<file path="src/rtl/imm_extend_stage_pkg.sv">
// Shared control definitions for the immediate-extend stage: imm_src encodings,
// skid FIFO depth and the FIFO occupancy state type.
package imm_extend_stage_pkg;

    typedef enum logic [2:0] {
        IMM_I    = 3'b000,
        IMM_S    = 3'b001,
        IMM_B    = 3'b010,
        IMM_J    = 3'b011,
        IMM_U    = 3'b100,
        IMM_CSR  = 3'b101,
        IMM_RSV6 = 3'b110,
        IMM_RSV7 = 3'b111
    } imm_src_t;

    localparam int FIFO_DEPTH = 2;

    // Occupancy doubles as the FSM state: the encoding is the entry count.
    typedef enum logic [1:0] {
        ST_EMPTY = 2'd0,
        ST_ONE   = 2'd1,
        ST_FULL  = 2'd2
    } fifo_state_t;

endpackage

</file>
<file path="src/rtl/imm_extend_core.sv">
// Combinational immediate extender: builds the 32-bit immediate and sign-extends
// it to XLEN. The CSR zimm path exists only when IMM_CSR_EXT_EN is defined.
module imm_extend_core
    import imm_extend_stage_pkg::*;
#(
    parameter int XLEN = 32
) (
    input  logic [24:0]     instr_i,
    input  logic [2:0]      imm_src_i,
    output logic [XLEN-1:0] imm_ext_o,
    output logic            err_o
);

    logic        sign;
    logic [31:0] raw;

    assign sign = instr_i[24];

    // instr_i holds instruction bits [31:7], so instruction bit k is instr_i[k-7].
    always_comb begin
        raw   = '0;
        err_o = 1'b0;
        case (imm_src_t'(imm_src_i))
            IMM_I: raw = {{20{sign}}, instr_i[24:13]};
            IMM_S: raw = {{20{sign}}, instr_i[24:18], instr_i[4:0]};
            IMM_B: raw = {{19{sign}}, instr_i[24], instr_i[0], instr_i[23:18], instr_i[4:1], 1'b0};
            IMM_J: raw = {{11{sign}}, instr_i[24], instr_i[12:5], instr_i[13], instr_i[23:14], 1'b0};
            IMM_U: raw = {instr_i[24:5], 12'b0};
`ifdef IMM_CSR_EXT_EN
            IMM_CSR: raw = {27'b0, instr_i[12:8]};
`endif
            default: begin
                raw   = '0;
                err_o = 1'b1;
            end
        endcase
    end

    // raw[31] already equals the sign (or 0 for zimm), so widening replicates it.
    generate
        if (XLEN == 64) begin : g_xlen64
            assign imm_ext_o = {{32{raw[31]}}, raw};
        end else begin : g_xlen32
            assign imm_ext_o = raw;
        end
    endgenerate

endmodule

</file>
<file path="src/rtl/imm_extend_stage.sv">
// Registered immediate-extend stage with a 2-entry skid FIFO and pass-through tag.
// Optional CSR zimm support is enabled by defining IMM_CSR_EXT_EN.
module imm_extend_stage
    import imm_extend_stage_pkg::*;
#(
    parameter int XLEN  = 32,
    parameter int TAG_W = 8
) (
    input  logic             clk_i,
    input  logic             rst_n_i,
    input  logic             flush_i,
    input  logic             in_valid_i,
    output logic             in_ready_o,
    input  logic [24:0]      instr_i,
    input  logic [2:0]       imm_src_i,
    input  logic [TAG_W-1:0] tag_i,
    output logic             out_valid_o,
    input  logic             out_ready_i,
    output logic [XLEN-1:0]  imm_ext_o,
    output logic [TAG_W-1:0] tag_o,
    output logic             err_o,
    output logic [1:0]       dbg_state_o
);

    // Handshake: a transfer happens on a rising edge where valid && ready are both
    // high; ready depends only on registered occupancy, never on the other side's valid/ready.

    logic [XLEN-1:0]  new_imm;
    logic             new_err;

    imm_extend_core #(.XLEN(XLEN)) u_core (
        .instr_i   (instr_i),
        .imm_src_i (imm_src_i),
        .imm_ext_o (new_imm),
        .err_o     (new_err)
    );

    fifo_state_t      state_q, state_d;
    logic             push, pop;
    logic             wr_head, wr_tail, shift;

    logic [XLEN-1:0]  imm0_q, imm1_q;
    logic [TAG_W-1:0] tag0_q, tag1_q;
    logic             err0_q, err1_q;

    assign in_ready_o  = (state_q != ST_FULL);
    assign out_valid_o = (state_q != ST_EMPTY);
    assign push        = in_valid_i && in_ready_o;
    assign pop         = out_valid_o && out_ready_i;

    always_ff @(posedge clk_i) begin
        if (!rst_n_i) begin
            state_q <= ST_EMPTY;
        end else begin
            state_q <= state_d;
        end
    end

    // Slot 0 is always the head; slot 1 only ever holds the second entry.
    always_comb begin
        state_d = state_q;
        wr_head = 1'b0;
        wr_tail = 1'b0;
        shift   = 1'b0;
        if (flush_i) begin
            state_d = ST_EMPTY;
        end else begin
            case (state_q)
                ST_EMPTY: begin
                    if (push) begin
                        state_d = ST_ONE;
                        wr_head = 1'b1;
                    end
                end
                ST_ONE: begin
                    case ({push, pop})
                        2'b10: begin
                            state_d = ST_FULL;
                            wr_tail = 1'b1;
                        end
                        2'b01: state_d = ST_EMPTY;
                        2'b11: wr_head = 1'b1;
                        default: state_d = ST_ONE;
                    endcase
                end
                ST_FULL: begin
                    if (pop) begin
                        state_d = ST_ONE;
                        shift   = 1'b1;
                    end
                end
                default: state_d = ST_EMPTY;
            endcase
        end
    end

    // Payload needs no reset: the outputs are masked whenever the FIFO is empty.
    always_ff @(posedge clk_i) begin
        if (wr_head) begin
            imm0_q <= new_imm;
            tag0_q <= tag_i;
            err0_q <= new_err;
        end else if (shift) begin
            imm0_q <= imm1_q;
            tag0_q <= tag1_q;
            err0_q <= err1_q;
        end
        if (wr_tail) begin
            imm1_q <= new_imm;
            tag1_q <= tag_i;
            err1_q <= new_err;
        end
    end

    assign imm_ext_o   = out_valid_o ? imm0_q : '0;
    assign tag_o       = out_valid_o ? tag0_q : '0;
    assign err_o       = out_valid_o && err0_q;
    assign dbg_state_o = state_q;

endmodule

</file>
<file path="config.mk">
export PLATFORM = sky130hd
export DESIGN_NAME = imm_extend_stage
export DESIGN_NICKNAME = d
export VERILOG_FILES = /design/src/rtl/imm_extend_stage_pkg.sv /design/src/rtl/imm_extend_core.sv /design/src/rtl/imm_extend_stage.sv
export SDC_FILE = /design/constraint.sdc
export NUM_CORES = 1
export LEC_CHECK = 0
export BUFFER_PORTS_ARGS = -buffer_cell sky130_fd_sc_hd__buf_4
export CORE_UTILIZATION = 51
export CTS_CLUSTER_SIZE = 30
export DETAILED_ROUTE_END_ITERATION = 16
export PLACE_DENSITY_LB_ADDON = 0.2
export SKIP_CTS_REPAIR_TIMING = 1
export SKIP_LAST_GASP = 1
export SLEW_MARGIN = 20
export SYNTH_ARGS = -nofsm -noshare
export SYNTH_HDL_FRONTEND = slang
export SYNTH_HIERARCHICAL = 1
export SYNTH_SLANG_ARGS = --single-unit
</file>
<file path="constraint.sdc">
create_clock -name clk_i -period 5.2 [get_ports clk_i]
set_input_delay 0.78 -clock clk_i [delete_from_list [all_inputs] [get_ports clk_i]]
set_output_delay 0.78 -clock clk_i [all_outputs]
set_load 0.02 [all_outputs]
</file>
==> results.md, run 1 <==
- CP max stage cell: or3_2
- GRT Resource Usage Total: 18.5%
- # diodes: 0
- Antenna Violating Nets Remaining: 0
- I/O pins: 86
- Max cap viols: 0
- Area growth syn-to-layout: 22.1%
- Max-slew headroom: 46.9%
- Die Wd: ~90 um
- Core Box Area: 0.00773 mm2
- FF-to-FF setup slack: 1.90 ns
- Peak supply drop: ~0.17 mV
- Crit path max fanout: 43
- Worst Max-Slew Pin Slew: 0.796 ns
- RSZ-0062 raised after global routing: false
- Vias per Instance: 5.15
- Clock sinks: 84
- Final std cells w/o fill: 458
- Largest delay contributor family on the critical path: simple AND/OR/NAND/NOR gates
- Remaining global-route overflow: 0
- Total die area: a little over 0.008 mm2
- Yosys cell types: 31
- Clk buf depth: 2
- CP Cell Sequence: or2_2 -> and2_1 -> ha_1 -> mux2i_1 -> or3_2 -> buf_4 -> mux2_4
- Total CTS buffers: 9
- DRC viols: 0
- Vias in the first global route: 2,335
- Total wire length: 7120 um
- Gpl congestion: ~0.77
- Yosys top cell area share: 60.7%
- Hold Path Class: reg -> reg
- Final Skew: 0.00968 ns
- Buf/Inv on CP: 1
- Syn nets: 313
- Final Hold Vio Count: 0
- Via count: 2,358
- LEAKAGE: 0.00209 uW
- Share of layout cells above drive strength 1: 42.7%
- TritonCTS clock tree: built
- Initial antenna violation count: 0
- Setup violations, final: 0
- Max H-tree Level: 3
- Global-route wire length before repair: 11,600 um
- Register area: 0.00250 mm2
- Outcome: complete, no violations
- # rows: 32
- Final period util: 63.5%
- Synth Cell Area: 0.00406 mm2
- DRT Pass-1 Iters: 4
- Worst path required time: between 5 and 6 ns
- Total power draw: 1470 uW
- WL/cell: 15.5 um
- Crit path arrival time: 3.40 ns
- Post-synth top area cell: edfxtp_1
- Synthesis Warnings: 6
- Fillers: 584
- NumNets Final: 394
- Post-Synthesis Mean Instance Area: approximately 15 um2
- Worst-skew pair later-pin latency: 0.35 ns
- Final Critical Period: 3.30 ns
- Ranking of synthesized cells by area: edfxtp_1 61%, mux2_4 14%, and2_1 6.8%, a21oi_1 2.1%, a21o_1 2.0%
- Power Density: 296 mW/mm2
- Fmax: 0.303 GHz
- CP endpoint kind: flip-flop
- Placed insts: 442
- Flops & latches, synth: 84
- Setup Crit Path Kind: reg -> reg
- Clock Tree Root: clkbuf_8
- Die height: 91.2 um
- Crit path launch type: flip-flop
- Port Buffer Count: 85
- Starting density of the core: 52.5%
- Sum Neg Setup Slack: 0 ns
- Pin count of the biggest net entering global routing: between 40 and 50
- Pins over their slew limit: 0
- Initial drt markers: 116
- Synth Instances: 270
- HPWL after DPL: 4760 um
- Area of the multi-input gates: 0.00142 mm2
- Clock-pin slew on the worst setup and hold paths: about 0.090 ns
- Slowest stage delay, CP: 0.78 ns
- Sequential-to-total area share from yosys stat: 61.7%
layout by cell type, fill, tap and decap left out, types with 3 or more instances in the layout:
master and n:
buf_4 90, edfxtp_1 82, and2_1 44, mux2_4 39
a21oi_1 17, a21o_1 11, nor2b_1 10, clkbuf_8 9
o22ai_1 8, mux2i_1 7, nor2_1 6, inv_1 3
nand2b_1 3
state kept, by name, summed over array words and instances, names as in the netlist:
name,cells
dbg_state_o,2
tag0_q,8
err1_q,1
imm1_q,32
tag1_q,8
imm0_q,32
err0_q,1
path summary, 6_finish.rpt:
| kind | from | endpoint | depth (start not counted) |
|---|---|---|---|
| hold reg to reg | imm1_q[2]$_DFFE_PP_ | imm0_q[2]$_DFFE_PP_ | 1 |
| setup / recovery | dbg_state_o[1]$_SDFFE_PP0P_ | imm0_q[6]$_DFFE_PP_ | 7 |
| setup reg to reg | dbg_state_o[1]$_SDFFE_PP0P_ | imm0_q[6]$_DFFE_PP_ | 7 |
| hold / removal | imm1_q[2]$_DFFE_PP_ | imm0_q[2]$_DFFE_PP_ | 1 |
cells by family (layout without fill, tap and decap cells):
family          count (synthesis)  in the layout  synth area share (%)
fa+ha+maj                       2              2                 0.616
xor+xnor                        1              1                 0.401
mux                            48             48                  16.7
flops                          84             84                  61.7
simple gates                   70             70                  10.3
compound gates                 42             42                  6.44
buf+inv                        23            109                  3.91
stage by stage:
stage               util, %  hold slack (ns)  cell area, um2  worst slack [ns]
finish                 64.1            0.546            4950              1.90
CTS                    64.1            0.550            4950              1.87
detailed placement     61.2            0.534            4730              1.89
floorplan                 -            0.523            4060             0.625
global placement       61.2            0.528            4730              2.00
global route           64.1            0.563            4950              1.69
synth_stat cells (all sizes together):
cell type and number:
buf 11, a221oi 1, o21ai 2, nor2b 10, mux2i 7, o32a 1, a21o 11, clkbuf 9
a21oi 17, or2 1, nor2 6, xor2 1, o21a 1, mux2 41, nor3b 1, and2 44
dfxtp 2, nor3 2, edfxtp 82, or3 1, nand2b 3, ha 2, nand2 2, inv 3
o22ai 8, a211oi 1
report_power, final:
part | switching (uW) | internal, uW | total [uW]
Clock | 238 | 274 | 512
Combinational | 92.8 | 90.9 | 184
Sequential | 4.77 | 769 | 774
final cells by class:
| class | instances | share of cell area, % |
|---|---|---|
| clock buffer | 9 | 2.50 |
| clock inverter | 7 | 1.99 |
| inverter | 3 | 0.227 |
| multi-input combinational | 163 | 28.6 |
| sequential | 84 | 50.5 |
| tap | 102 | 2.58 |
| timing repair buffer | 90 | 13.6 |
routing by layer:
| metal | track usage (%) | vias up | share of wire, % |
|---|---|---|---|
| met1 | 25.3 | 1131 | 46 |
| li1 | - | 1148 | - |
| met4 | 8.73 | 0 | 1.4 |
| met5 | 0 | - | 0 |
| met2 | 28.7 | 74 | 47 |
| met3 | 3.52 | 5 | 5.7 |
Power figures use the tool's default switching activity.
==> inputs of run 2 (changes only) <==
--- a/config.mk
+++ b/config.mk
@@ -5,8 +5,9 @@
 export SDC_FILE = /design/constraint.sdc
 export NUM_CORES = 1
 export LEC_CHECK = 0
+export ABC_AREA = 1
 export BUFFER_PORTS_ARGS = -buffer_cell sky130_fd_sc_hd__buf_4
-export CORE_UTILIZATION = 51
+export CORE_UTILIZATION = 49
 export CTS_CLUSTER_SIZE = 30
 export DETAILED_ROUTE_END_ITERATION = 16
 export PLACE_DENSITY_LB_ADDON = 0.2
==> constraint.sdc (replaced) <==
create_clock -name clk_i -period 2.72 [get_ports clk_i]
set_input_delay 0.408 -clock clk_i [delete_from_list [all_inputs] [get_ports clk_i]]
set_output_delay 0.408 -clock clk_i [all_outputs]
set_load 0.02 [all_outputs]
==> run 2 against run 1 <==
  * Register-to-register slack got worse by 1.2 ns
  * Sequential share of layout area up 0.72 points
  * Combinational power grew 80%
  * Sequential power rose by 91%
  * Count of clock-buffer cells in the layout grew 1
  * Die area increased by 1.2%
  * Clock power grew 63%
  * Highest routed layer unchanged
==> results.md, run 2 <==
- Largest delay contributor family on the critical path: buffers and inverters
- Final Skew: 0.00665 ns
- CP Cell Sequence: inv_1 -> a21oi_1 -> ha_1 -> nand3_1 -> nor2_4 -> buf_4
- Final Critical Period: 2.05 ns
- Yosys cell types: 22
- Synth cell count leaders: 120 x nand2_1, 82 x edfxtp_1, 59 x inv_1
- Setup violations, final: 0
- Pin count of the biggest net entering global routing: 45
- Crit path launch type: flip-flop
- Synthesis Warnings: 6
- Gpl congestion: around 0.87
- FF-to-FF path depth: 6
- Clk buf depth: 2
- Commonest non-fill, non-tap cell in the layout: nand2_1
- Synth Instances: roughly 420
- Max H-tree Level: 3
- Total wire length: approximately 7900 um
- Synth Cell Area: 0.00395 mm2
- Initial antenna violation count: 0
- Hold Path Class: in -> reg
- Vias per Instance: 4.91
- # rows: 32
- Worst Max-Slew Pin Slew: 0.535 ns
- Worst path required time: 2.70 ns
- NumNets Final: 544
- Post-Synthesis Mean Instance Area: 9.47 um2
- LEAKAGE: 0.00230 uW
- Power Density: between 500 and 600 mW/mm2
- Most common cell in the netlist: nand2_1
- I/O pins: 86
- Slowest stage delay, CP: 0.47 ns
- GRT Resource Usage Total: 20.1%
- Flops & latches, synth: 84
- Antenna Violating Nets Remaining: 0
- Synth Flop Type: edfxtp_1
- HPWL after DPL: roughly 5300 um
- Core Box Area: 0.00777 mm2
- Sum Neg Setup Slack: 0 ns
- Asr flop ratio synth: 0%
- Buf/Inv on CP: 2
- Starting density of the core: 50.8%
- Final period util: 75.5%
- # diodes: 0
- Setup Crit Path Kind: reg -> reg
- Total die area: 0.00842 mm2
- Final Hold Vio Count: 0
- Worst hold start: tag_i[6]
- Fillers: 652
- Total CTS buffers: 9
- Outcome: complete, no violations
- Syn nets: 460
- Clock Tree Root: clkbuf_8
- FF-to-FF setup slack: 0.67 ns
- Crit path arrival time: 2.03 ns
- Share of the core filled with cells: 62.9%
- Stages on worst setup path: 6
- CP endpoint kind: flip-flop
- Die height: 91.8 um
- Pins over their slew limit: 0
- FF-to-FF Start: dbg_state_o[0]$_SDFFE_PP0P_
- TritonCTS clock tree: built
- WL/cell: 13.0 um
- Fmax: ~0.5 GHz
- Die Wd: 91.8 um
- DRC viols: 0
- Clock sinks: 84
- Ranking of synthesized cells by area: edfxtp_1 62%, nand2_1 11%, nand3_1 6.6%, inv_1 5.6%, nor2_1 4.9%
- Sequential-to-total area share from yosys stat: between 60% and 70%
- Post-synth top area cell: edfxtp_1
- Global-route wire length before repair: 12,900 um
- CP max stage cell: dfxtp_1
- Crit. Startpoint: dbg_state_o[0]$_SDFFE_PP0P_
- DRT Pass-1 Iters: 4
- EDFF count, synth: 82
- Remaining global-route overflow: 0
- RSZ-0062 raised after global routing: false
- Most frequent cells in the layout: 120 x nand2_1, 90 x buf_4, 82 x edfxtp_1, 59 x inv_1, 52 x nand3_1
- Vias in the first global route: 2,739
- Clock-pin slew on the worst setup and hold paths: 0.08 ns
- CP endpoint: imm1_q[7]$_DFFE_PP_
- Largest registers: imm0_q: 32 flops, imm1_q: 32 flops
- Port Buffer Count: 85
- Yosys top cell area share: a little over 60%
- Area growth syn-to-layout: 23.7%
- Crit path max fanout: 41
- Peak supply drop: 0.277 mV
- Max cap viols: 0
- Worst-skew pair later-pin latency: 0.34 ns
- Share of layout cells above drive strength 1: 23.6%
- R2r endpoint: imm1_q[7]$_DFFE_PP_
- Initial drt markers: approximately 130
- Max-slew headroom: ~64%
- Via count: 2,982
==> run 2: worst min path at each step <==
stage / to / slack [ns] / depth (start not counted)
after global placement: tag0_q[1]$_DFFE_PP_ / 0.49 / 2
after CTS: tag1_q[6]$_DFFE_PP_ / 0.23 / 1
final: tag1_q[6]$_DFFE_PP_ / 0.25 / 1
after floorplan: err0_q$_DFFE_PP_ / 0.49 / 2
after global routing: tag1_q[0]$_DFFE_PP_ / 0.23 / 1
after detailed placement: imm0_q[31]$_DFFE_PP_ / 0.50 / 2
==> run 2: metal layers <==
layer | vias to the layer above | GRT usage [%] | share of wire [%]
li1 | 1510 | - | -
met1 | 1377 | 26.1 | 44
met2 | 83 | 32.6 | 49
met3 | 12 | 5.22 | 5.2
met4 | 0 | 7.55 | 1.8
met5 | - | 0 | 0
==> run 2: cell families (layout without fill, tap and decap cells) <==
kind of cell / count (synthesis) / in the layout / synth area share [%]
buffers and inverters: 80 / 168 / 8.17
flip-flops: 84 / 84 / 63.4
AND/OR/NAND/NOR: 237 / 237 / 25.7
AO/OA/AOI/OAI: 14 / 14 / 2.12
adder cells (fa/ha/maj): 2 / 2 / 0.634
==> run 2: cell type report <==
class	count	area, um2	share of cell area, %
Clock buffer	10	128	2.61
Timing Repair Buffer	91	696	14.2
Clock inverter	5	53.8	1.10
Sequential cell	84	2500	51.2
Inverter	62	233	4.76
Multi-Input combinational cell	253	1140	23.4
Tap cell	102	128	2.61
==> run 2: metrics by stage <==
| step | setup slack, ns | instance area, um2 | instances | hold slack (ns) | total power (uW) |
|---|---|---|---|---|---|
| 4_1_cts | 0.648 | 4880 | 607 | 0.234 | 2670 |
| 6_report | 0.666 | 4880 | 607 | 0.248 | 2650 |
| 2_1_floorplan | 0.109 | 3970 | 417 | 0.487 | 1710 |
| 3_5_place_dp | 0.664 | 4700 | 592 | 0.498 | 1850 |
| 5_1_grt | 0.533 | 4880 | 607 | 0.228 | 2760 |
| 3_3_place_gp | 0.746 | 4700 | 592 | 0.492 | 1840 |
==> run 2: power by group <==
part | switching (uW) | leakage [uW] | internal [uW] | total, uW
Clock | 417 | 0.0000858 | 415 | 832
Sequential | 11.9 | 0.000766 | 1470 | 1480
Combinational | 210 | 0.00145 | 121 | 331
Total | 640 | 0.00230 | 2010 | 2650
